File: src/rtl/spi_mem_responder_pkg.sv
// Shared opcodes, SPI mode-0 idle levels and FSM state encoding for spi_mem_responder.
package spi_mem_responder_pkg;

    localparam logic [7:0] SpiOpRead  = 8'h03;
    localparam logic [7:0] SpiOpWrite = 8'h02;

    // Mode 0: sclk idles low, data launched on fall and captured on rise.
    localparam bit SclkIdle = 1'b0;
    localparam bit CsIdle   = 1'b1;

    typedef enum logic [2:0] {
        StIdle   = 3'd0,
        StCmd    = 3'd1,
        StAddrHi = 3'd2,
        StAddrLo = 3'd3,
        StRd     = 3'd4,
        StWr     = 3'd5,
        StIgnore = 3'd6
    } state_e;

endpackage

File: src/rtl/spi_mem_responder_if.sv
// SPI pins, host load port and status flags of spi_mem_responder.
interface spi_mem_responder_if #(
    parameter int unsigned DEPTH = 256
) ();
    localparam int unsigned AW = $clog2(DEPTH);

    logic          spi_cs;
    logic          spi_sclk;
    logic          spi_mosi;
    logic          spi_miso;
    logic          spi_miso_oe;
    logic          load_we;
    logic [AW-1:0] load_addr;
    logic [7:0]    load_data;
    logic          busy;
    logic          cmd_err;

    modport master (
        output spi_cs, spi_sclk, spi_mosi, load_we, load_addr, load_data,
        input  spi_miso, spi_miso_oe, busy, cmd_err
    );

    modport slave (
        input  spi_cs, spi_sclk, spi_mosi, load_we, load_addr, load_data,
        output spi_miso, spi_miso_oe, busy, cmd_err
    );

endinterface

File: src/rtl/spi_mem_responder_sync_edge.sv
// Multi-flop synchronizer with registered single-cycle rise/fall pulses.
module spi_mem_responder_sync_edge #(
    parameter int unsigned STAGES    = 2,
    parameter bit          RESET_VAL = 1'b0
) (
    input  logic clk,
    input  logic rst,
    input  logic d_i,
    output logic q_o,
    output logic rise_o,
    output logic fall_o
);
    logic [STAGES-1:0] sync_q;
    logic              prev_q;
    logic              rise_q;
    logic              fall_q;

    always_ff @(posedge clk or posedge rst) begin
        if (rst) begin
            sync_q <= {STAGES{RESET_VAL}};
            prev_q <= RESET_VAL;
            rise_q <= 1'b0;
            fall_q <= 1'b0;
        end else begin
            sync_q <= {sync_q[STAGES-2:0], d_i};
            prev_q <= sync_q[STAGES-1];
            rise_q <= sync_q[STAGES-1] & ~prev_q;
            fall_q <= ~sync_q[STAGES-1] & prev_q;
        end
    end

    assign q_o    = sync_q[STAGES-1];
    assign rise_o = rise_q;
    assign fall_o = fall_q;

endmodule

File: src/rtl/spi_mem_responder.sv
// SPI mode-0 flash stand-in serving a byte store; host load port fills it while idle.
// Define SPI_RESP_WRITE_EN to accept opcode 0x02 (SPI writes into the store).
module spi_mem_responder
    import spi_mem_responder_pkg::*;
#(
    parameter int unsigned DEPTH       = 256,
    parameter int unsigned ADDR_W      = 16,
    parameter int unsigned SYNC_STAGES = 2
) (
    input logic                clk,
    input logic                rst,
    spi_mem_responder_if.slave bus
);
    localparam int unsigned AW = $clog2(DEPTH);

    logic                   cs_lvl, cs_rise, cs_fall;
    logic                   sclk_rise, sclk_fall, unused_sclk_lvl;
    logic                   busy, miso_oe, mosi;
    logic [SYNC_STAGES-1:0] mosi_sync_q;

    state_e                 state_q;
    logic [2:0]             bit_cnt_q;
    logic [7:0]             rx_q, tx_q, addr_hi_q, rx_next;
    logic [AW-1:0]          addr_q;
    logic                   load_pend_q, cmd_err_q;
    logic [ADDR_W-1:0]      spi_addr;
    logic [7:0]             mem_q [DEPTH];
`ifdef SPI_RESP_WRITE_EN
    logic                   wr_mode_q, mem_we_q;
    logic [AW-1:0]          wr_addr_q;
    logic [7:0]             wr_data_q;
`endif

    spi_mem_responder_sync_edge #(.STAGES(SYNC_STAGES), .RESET_VAL(CsIdle)) u_cs_sync (
        .clk    (clk),
        .rst    (rst),
        .d_i    (bus.spi_cs),
        .q_o    (cs_lvl),
        .rise_o (cs_rise),
        .fall_o (cs_fall)
    );

    spi_mem_responder_sync_edge #(.STAGES(SYNC_STAGES), .RESET_VAL(SclkIdle)) u_sclk_sync (
        .clk    (clk),
        .rst    (rst),
        .d_i    (bus.spi_sclk),
        .q_o    (unused_sclk_lvl),
        .rise_o (sclk_rise),
        .fall_o (sclk_fall)
    );

    always_ff @(posedge clk or posedge rst) begin
        if (rst) mosi_sync_q <= '0;
        else     mosi_sync_q <= {mosi_sync_q[SYNC_STAGES-2:0], bus.spi_mosi};
    end

    assign mosi     = mosi_sync_q[SYNC_STAGES-1];
    assign rx_next  = {rx_q[6:0], mosi};
    assign spi_addr = ADDR_W'({addr_hi_q, rx_next});
    assign busy     = ~cs_lvl;

    always_ff @(posedge clk or posedge rst) begin
        if (rst) begin
            state_q     <= StIdle;
            bit_cnt_q   <= 3'd0;
            rx_q        <= 8'h00;
            tx_q        <= 8'h00;
            addr_hi_q   <= 8'h00;
            addr_q      <= '0;
            load_pend_q <= 1'b0;
            cmd_err_q   <= 1'b0;
`ifdef SPI_RESP_WRITE_EN
            wr_mode_q   <= 1'b0;
            mem_we_q    <= 1'b0;
            wr_addr_q   <= '0;
            wr_data_q   <= 8'h00;
`endif
        end else begin
            cmd_err_q <= 1'b0;
`ifdef SPI_RESP_WRITE_EN
            mem_we_q  <= 1'b0;
`endif
            if (cs_rise) begin
                state_q     <= StIdle;
                bit_cnt_q   <= 3'd0;
                rx_q        <= 8'h00;
                load_pend_q <= 1'b0;
            end else if (state_q == StIdle) begin
                if (cs_fall) begin
                    state_q   <= StCmd;
                    bit_cnt_q <= 3'd0;
                end
            end else begin
                if (sclk_rise) begin
                    rx_q      <= rx_next;
                    bit_cnt_q <= bit_cnt_q + 3'd1;
                    if (bit_cnt_q == 3'd7) begin
                        case (state_q)
                            StCmd: begin
                                if (rx_next == SpiOpRead) begin
                                    state_q <= StAddrHi;
`ifdef SPI_RESP_WRITE_EN
                                    wr_mode_q <= 1'b0;
                                end else if (rx_next == SpiOpWrite) begin
                                    state_q   <= StAddrHi;
                                    wr_mode_q <= 1'b1;
`endif
                                end else begin
                                    state_q   <= StIgnore;
                                    cmd_err_q <= 1'b1;
                                end
                            end
                            StAddrHi: begin
                                addr_hi_q <= rx_next;
                                state_q   <= StAddrLo;
                            end
                            StAddrLo: begin
                                addr_q      <= AW'(spi_addr);
                                tx_q        <= 8'h00;
                                load_pend_q <= 1'b1;
`ifdef SPI_RESP_WRITE_EN
                                state_q     <= wr_mode_q ? StWr : StRd;
`else
                                state_q     <= StRd;
`endif
                            end
                            // Next byte is fetched at the following sclk fall.
                            StRd: begin
                                addr_q      <= addr_q + AW'(1);
                                load_pend_q <= 1'b1;
                            end
`ifdef SPI_RESP_WRITE_EN
                            StWr: begin
                                mem_we_q  <= 1'b1;
                                wr_addr_q <= addr_q;
                                wr_data_q <= rx_next;
                                addr_q    <= addr_q + AW'(1);
                            end
`endif
                            default: ;
                        endcase
                    end
                end
                if (sclk_fall && state_q == StRd) begin
                    if (load_pend_q) begin
                        tx_q        <= mem_q[addr_q];
                        load_pend_q <= 1'b0;
                    end else begin
                        tx_q <= {tx_q[6:0], 1'b0};
                    end
                end
            end
        end
    end

    // Store keeps its contents across reset.
    always_ff @(posedge clk) begin
        if (bus.load_we && !busy) begin
            mem_q[bus.load_addr] <= bus.load_data;
        end
`ifdef SPI_RESP_WRITE_EN
        else if (mem_we_q) begin
            mem_q[wr_addr_q] <= wr_data_q;
        end
`endif
    end

    assign miso_oe         = (state_q == StRd) && busy;
    assign bus.spi_miso_oe = miso_oe;
    assign bus.spi_miso    = miso_oe & tx_q[7];
    assign bus.busy        = busy;
    assign bus.cmd_err     = cmd_err_q;

endmodule

File: src/flat_wrapper.sv
// flat-port wrapper written by rule: the top's interface ports become plain ports
module spi_mem_responder_flat import spi_mem_responder_pkg::*;
#(
    parameter int unsigned DEPTH       = 256,
    parameter int unsigned ADDR_W      = 16,
    parameter int unsigned SYNC_STAGES = 2
)
  (clk, rst, bus_spi_cs, bus_spi_sclk, bus_spi_mosi, bus_load_we, bus_load_addr, bus_load_data, bus_spi_miso, bus_spi_miso_oe, bus_busy, bus_cmd_err);
  spi_mem_responder_if #(.DEPTH(DEPTH)) bus_i ();
  input logic clk;
  input logic rst;
  input wire logic [$bits(bus_i.spi_cs)-1:0] bus_spi_cs;
  input wire logic [$bits(bus_i.spi_sclk)-1:0] bus_spi_sclk;
  input wire logic [$bits(bus_i.spi_mosi)-1:0] bus_spi_mosi;
  input wire logic [$bits(bus_i.load_we)-1:0] bus_load_we;
  input wire logic [$bits(bus_i.load_addr)-1:0] bus_load_addr;
  input wire logic [$bits(bus_i.load_data)-1:0] bus_load_data;
  output wire logic [$bits(bus_i.spi_miso)-1:0] bus_spi_miso;
  output wire logic [$bits(bus_i.spi_miso_oe)-1:0] bus_spi_miso_oe;
  output wire logic [$bits(bus_i.busy)-1:0] bus_busy;
  output wire logic [$bits(bus_i.cmd_err)-1:0] bus_cmd_err;
  assign bus_i.spi_cs = bus_spi_cs;
  assign bus_i.spi_sclk = bus_spi_sclk;
  assign bus_i.spi_mosi = bus_spi_mosi;
  assign bus_i.load_we = bus_load_we;
  assign bus_i.load_addr = bus_load_addr;
  assign bus_i.load_data = bus_load_data;
  assign bus_spi_miso = bus_i.spi_miso;
  assign bus_spi_miso_oe = bus_i.spi_miso_oe;
  assign bus_busy = bus_i.busy;
  assign bus_cmd_err = bus_i.cmd_err;
  spi_mem_responder #(.DEPTH(DEPTH), .ADDR_W(ADDR_W), .SYNC_STAGES(SYNC_STAGES)) u_core (.clk(clk), .rst(rst), .bus(bus_i));
endmodule
File: config.mk
export PLATFORM = sky130hd
export DESIGN_NAME = spi_mem_responder_flat
export DESIGN_NICKNAME = d
export VERILOG_FILES = /design/src/rtl/spi_mem_responder_pkg.sv /design/src/rtl/spi_mem_responder_if.sv /design/src/rtl/spi_mem_responder_sync_edge.sv /design/src/rtl/spi_mem_responder.sv /design/src/flat_wrapper.sv
export SDC_FILE = /design/constraint.sdc
export NUM_CORES = 2
export LEC_CHECK = 0
export ABC_AREA = 1
export BUFFER_PORTS_ARGS = -buffer_cell sky130_fd_sc_hd__buf_2
export CORE_MARGIN = 3
export CORE_UTILIZATION = 39
export DETAILED_ROUTE_END_ITERATION = 8
export HOLD_SLACK_MARGIN = 0.08
export SKIP_LAST_GASP = 1
export SLEW_MARGIN = 0
export SYNTH_ARGS = -nofsm -noshare
export SYNTH_HDL_FRONTEND = slang
export SYNTH_SLANG_ARGS = --single-unit
File: constraint.sdc
create_clock -name clk -period 2.5 [get_ports clk]
set_input_delay 0.125 -clock clk [delete_from_list [all_inputs] [get_ports clk]]
set_output_delay 0.125 -clock clk [all_outputs]
set_load 0.005 [all_outputs]
# Word level (Yosys, flattened, before mapping)
# Memories as Yosys holds them, arrays and structs flattened.
# Index checks and enable logic that the tools add are counted.
[totals] ff_bits=43 mem_bits_rw=2048 n_memories=1
[mem_list] name="u_core.mem_q" words=256 width=8 read_ports=1 rd_clocked_by_memory_dff=0 write_ports=1 line_no="spi_mem_responder.sv:27" source="logic [7:0] mem_q [DEPTH];"
[op_classes] n_addsub=2 n_eq_ne=8 mux=35 n_bitwise=11 reduce_logical=18
[op_table] op="8-bit 2-to-1 mux" n=5
[op_table] op="3-bit 2-to-1 mux" n=10
[op_table] op="7-bit 2-to-1 mux" n=3
[op_table] op="8-bit one-hot mux with 2 select lines" n=1
[op_table] op="1-bit 2-to-1 mux" n=15
[op_table] op="5-bit AND reduction" n=2
[op_table] op="2-bit nonzero test" n=5
[op_table] op="3-bit one-hot mux with 3 select lines" n=1
[op_table] op="8-bit by 1-bit adder with 8-bit output (second input constant)" n=1
[op_table] op="8-bit by 2-bit equality test with 1-bit output (second input constant)" n=1
[op_table] op="3-bit by 2-bit equality test with 1-bit output (second input constant)" n=2
[op_table] op="3-bit equality test (second input constant)" n=2
[op_table] op="1-bit inverter" n=6
[op_table] op="3-bit nonzero test" n=2
[op_table] op="1-bit bitwise AND" n=5
[op_table] op="5-bit nonzero test" n=1
[op_table] op="2-bit AND reduction" n=2
[op_table] op="4-bit AND reduction" n=1
[op_table] op="3-bit by 1-bit adder with 3-bit output (second input constant)" n=1
[op_table] op="3-bit by 1-bit equality test with 1-bit output (second input constant)" n=1
[op_table] op="1-bit logical AND" n=3
[op_table] op="3-bit logical NOT" n=1
[op_table] op="3-bit inequality test (second input constant)" n=1
[op_table] op="2-bit inequality test (second input constant)" n=1
[op_table] op="2-bit OR reduction" n=1

# Logic depth before layout (Yosys ltp)
[depth] depth_word=9 depth_mapped=17 ltp_nobuf=13

# Modules after synthesis
# Synthesis repeated with hierarchy kept, for this count alone.
[unflattened] hier_cells=7766 area_unflattened_um2=87022.2
[by_module_without_submodules] mod="spi_mem_responder" instances=1 cells_each=7746 area_per_inst_um2=86730.7 seq_area_each_um2=62324.8
[by_module_without_submodules] mod="spi_mem_responder_sync_edge (u_core.u_cs_sync)" instances=1 cells_each=10 area_per_inst_um2=147.6 seq_area_each_um2=128.9
[by_module_without_submodules] mod="spi_mem_responder_sync_edge (u_core.u_sclk_sync)" instances=1 cells_each=10 area_per_inst_um2=143.9 seq_area_each_um2=125.1

# Worst setup path before layout
# Ideal clock, no wire load.
[synth_path] path_kind="register -> register" start="register u_core.u_cs_sync.sync_q[1]" end="memory u_core.mem_q[103][0] (enable)" setup_time_ns=0.370 t_arrival_ns=1.779 required_time_ns=2.130 path_slack_ns=0.351 stages_incl_launch_ff=7 n_path_buf=2 period_less_slack_ns=2.149 path_cell_list="dfstp_2 > nand2_1 > clkinv_1 > clkbuf_1 > nand2_1 > clkbuf_1 > nor2_1"
[synth_via] elab_chain_cells=3
[synth_rtl] element="from (decl)" line_no="spi_mem_responder_sync_edge.sv:13" source="logic [STAGES-1:0] sync_q;"
[synth_rtl] element="from (signal assigned)" line_no="spi_mem_responder_sync_edge.sv:20" source="sync_q <= {STAGES{RESET_VAL}};"
[synth_rtl] element="from (signal assigned)" line_no="spi_mem_responder_sync_edge.sv:25" source="sync_q <= {sync_q[STAGES-2:0], d_i};"
[synth_rtl] element="1-bit logical AND" line_no="spi_mem_responder.sv:158" source="if (bus.load_we && !busy) begin"
[synth_rtl] element="1-bit 2-to-1 mux" line_no="spi_mem_responder.sv:158"
[synth_rtl] element="1-bit 2-to-1 mux (implied by the code)" line_no="spi_mem_responder.sv:159" source="mem_q[bus.load_addr] <= bus.load_data;"
[synth_rtl] element="to (decl)" line_no="spi_mem_responder.sv:27"
# Every way passes these cells.

# Worst setup path after layout
[layout_path] start="register u_core.addr_q[0]" end="register u_core.tx_q[1]"
[layout_via] elab_chain_cells=3
[layout_rtl] element="from (decl)" line_no="spi_mem_responder.sv:24" source="logic [AW-1:0] addr_q;"
[layout_rtl] element="from (signal assigned)" line_no="spi_mem_responder.sv:118" source="addr_q <= AW'(spi_addr);"
[layout_rtl] element="from (signal assigned)" line_no="spi_mem_responder.sv:129" source="addr_q <= addr_q + AW'(1);"
[layout_rtl] element="memory read 256 x 8 bit"
[layout_rtl] element="8-bit 2-to-1 mux" line_no="spi_mem_responder.sv:145" source="if (load_pend_q) begin"
[layout_rtl] element="8-bit 2-to-1 mux" line_no="spi_mem_responder.sv:144" source="if (sclk_fall && state_q == StRd) begin"
[layout_rtl] element="to (signal assigned)" line_no="spi_mem_responder.sv:146" source="tx_q <= mem_q[addr_q];"
[layout_rtl] element="to (signal assigned)" line_no="spi_mem_responder.sv:149" source="tx_q <= {tx_q[6:0], 1'b0};"
[layout_rtl] element="to (decl)" line_no="spi_mem_responder.sv:23" source="logic [7:0] rx_q, tx_q, addr_hi_q, rx_next;"
# Every way passes these cells.
# A chain may end at the register's enable or synchronous reset.

==> impl_metrics.ini <==
[outcome]
status = complete, but fails checks
violations = negative setup slack

[route]
vias = 58100
drt_first_pass_iters = 6
viasPerCell = 5.49
drt_iter0_markers = 6548
wl_microns = 250000
drc = 0
ant_nets = 0
wl_per_cell_microns = 23.7

[synthesis]
avgSynthCellArea_sq_um = 11.7
synth_top_area_share_pct = 71.8
ys.flop_type = edfxtp_1
synth_nets = 7321
syn_inst = 7296
syn_area_sq_mm = 0.0856
yosysSeqAreaShare_pct = 73.1
yosys.area.top_type = edfxtp_1
ys_ff_latch = 2091
async_flop_share_pct = 2.06
ys_top_cells_by_area = edfxtp_1 72%, nand3_1 11%, nand2_1 9.1%, nor2_1 1.7%, buf_2 1.7%
yosysWarnings = 0
synth_edf_count = 2048
ys_types = 36

[timing]
fin_ws_ns = -0.0632
rsz0062_at_grt = true
fmax_mhz = 390
period_share_pct = 103
hold_slack_ns = 0.0768
worst_slew_pin_slew_ns = 1.17
fin_setup_tns_ns = -0.176
fin_crit_ns = 2.56
clock_skew_ns = 0.0528
hold_viol = 0
slew_headroom_pct = 22.2
setup_viol = 4
slew_viol_final = 0

[worst_setup_path]
worst-path-max-fanout = 31
cp.required_ns = 3.24
worstSetupPathType = reg -> reg
critPathCaptureType = flop
critPathArrivalTime_ns = 3.31
startpoint_type = flop

[pwr]
seq_power_share_pct = 53.7
vdd_ir_drop_max_v = 0.000763
pwr_density_cell_mw_per_mm2 = 703
power.internal_w = 0.0569
pwr-share-clk_pct = 44.1
combPwrFrac_pct = 2.2
p_total_w = 0.0718
power_leakage_nw = 35.9
sw_frac_of_total_pct = 20.9
p_switching_w = 0.0150

[floorplanning]
die_x_microns = 475
row_count = 171
pin_count = 26
die-area_sq_mm = 0.225
core_sq_mm = 0.218
die_h_microns = 475
start_util_pct = 39.3

[layout]
fin_cells = 10600
drive_above_1_share_pct = 14.9
final_cell_mix = 2061 x nand2_1, 2048 x edfxtp_1, 1722 x nand3_1
syn2layout_area_growth_pct = 19.3
final_common_cell = nand2_1
fin_nets = 7574

[run]
cap_violations = 0

[global_route]
grt.total_usage_pct = 21.5
grt_pass1_wl_microns = 364000
antenna_found_initial = 8
grt_overflow = 0
grt_max_degree = 81
grt_pass1_vias = 55400

[placed_design]
placedCellCount = 10100
gp_congestion = 0.867
port_buffers = 25
hpwlAfterDp_microns = 148000

[cts]
cts_max_level = 4
cts_root_buf = clkbuf_16
numCtsBuffers = 207
cts_max_path_buffers = 3
insertion_delay_ns = 0.87
cts.sinks = 2091
cts.clk_slew.worst_paths_ns = 0.07
cts_tree = yes

[hold_path]
hold_class = in -> reg
==> state kept, by name, indices dropped and copies added (netlist names), 2 cells and up <==
register                   flops
u_core.mem_q                2048
u_core.addr_q                  8
u_core.tx_q                    8
u_core.rx_q                    7
u_core.bit_cnt_q               3
u_core.state_q                 3
u_core.mosi_sync_q             2
u_core.u_cs_sync.sync_q        2
u_core.u_sclk_sync.sync_q      2
==> through the flow <==
step | setup WS [ns] | utilization [%] | area [sq um]
2_1_floorplan | 0.351 | - | 85600
3_3_place_gp | -0.425 | 42.3 | 92000
3_5_place_dp | -0.350 | 42.3 | 92000
4_1_cts | -0.0797 | 46.1 | 100000
5_1_grt | -0.116 | 46.9 | 102000
6_report | -0.0632 | 46.9 | 102000
==> timing repair <==
item,in CTS,in global routing
hold buffers,17,0
hold endpoints to repair,1960,0
setup buffers,25,13
endpoints found under the setup margin,27,341
resized for setup,135,283
pin swaps,14,79
cloned,15,14
==> synth_stat cells, types with 8 or more instances <==
master       n
dfrtp_1     40
nand3_1   1945
o211ai_2    15
or2_1       12
clkbuf_1   100
nand2_1   2073
inv_1      148
buf_2      287
buf_6       11
nor2_1     394
o21ai_1     16
o22ai_1      8
edfxtp_1  2048
o21ai_0     51
buf_4       52
o211ai_1    10
buf_1       40
a21oi_1      8
==> power by group through the flow <==
stage	registers, W	clock network, W	logic (W)
2_1_floorplan	0.0393	0	0.000405
3_3_place_gp	0.0393	0	0.00150
3_5_place_dp	0.0393	0	0.00154
4_1_cts	0.0386	0.0320	0.00157
5_1_grt	0.0386	0.0335	0.00171
6_report	0.0386	0.0317	0.00159
==> critical path, cell delays in order (launching register included) <==
cell	delay [ns]
dfrtp_4	0.54
buf_8	0.17
clkbuf_16	0.21
buf_16	0.20
nand2_1	0.08
nand3_1	0.11
nand3_1	0.16
nand3_1	0.15
nand3_4	0.17
nand3_4	0.11
nand3_2	0.10
nand3_1	0.12
nand2_2	0.10
nand2_1	0.04
nand2_1	0.10
nand2_1	0.05
==> routing by layer <==
metal / part of all wire (%) / track usage [%] / vias to the layer above
li1: - / - / 26300
met1: 41 / 30.0 / 28700
met2: 46 / 33.9 / 2677
met3: 9.2 / 3.90 / 443
met4: 3.8 / 7.75 / 2
met5: 0.0052 / 0 / -
==> final timing paths <==
kind,startpoint,to,slack (ns),cells past startpoint
min in group asynchronous,rst,u_core.u_sclk_sync.sync_q[1],0.62,4
max reg2reg,u_core.addr_q[0],u_core.tx_q[1],-0.06,15
max,u_core.addr_q[0],u_core.tx_q[1],-0.06,15
min reg2reg,u_core.u_sclk_sync.sync_q[0],u_core.u_sclk_sync.sync_q[1],0.36,0
min,bus_load_addr[1],u_core.mem_q[154][2],0.08,5
max in group asynchronous,rst,u_core.addr_q[3],1.09,4
==> cell families (layout without fill, tap and decap cells) <==
| logic type | after synthesis | count (layout) | synth area share [%] |
|---|---|---|---|
| other | 0 | 4 | 0 |
| XOR/XNOR | 2 | 2 | 0.0205 |
| buffers and inverters | 645 | 1067 | 3.58 |
| adder cells (fa/ha/maj) | 3 | 3 | 0.0439 |
| flip-flops | 2091 | 2091 | 73.1 |
| AO/OA/AOI/OAI | 113 | 113 | 0.849 |
| AND/OR/NAND/NOR | 4442 | 4442 | 22.4 |
==> area by class of cell <==
type	count	area [sq um]
fill	19000	116000
sequential	2091	62600
multi-input combinational	4560	21600
timing repair buffer	530	6750
clock buffer	249	5390
tap	2854	3570
clock inverter	129	1510
inverter	155	634
timing repair inverter	4	75.1
antenna	4	10.0
(Power assumes the default switching activity.)
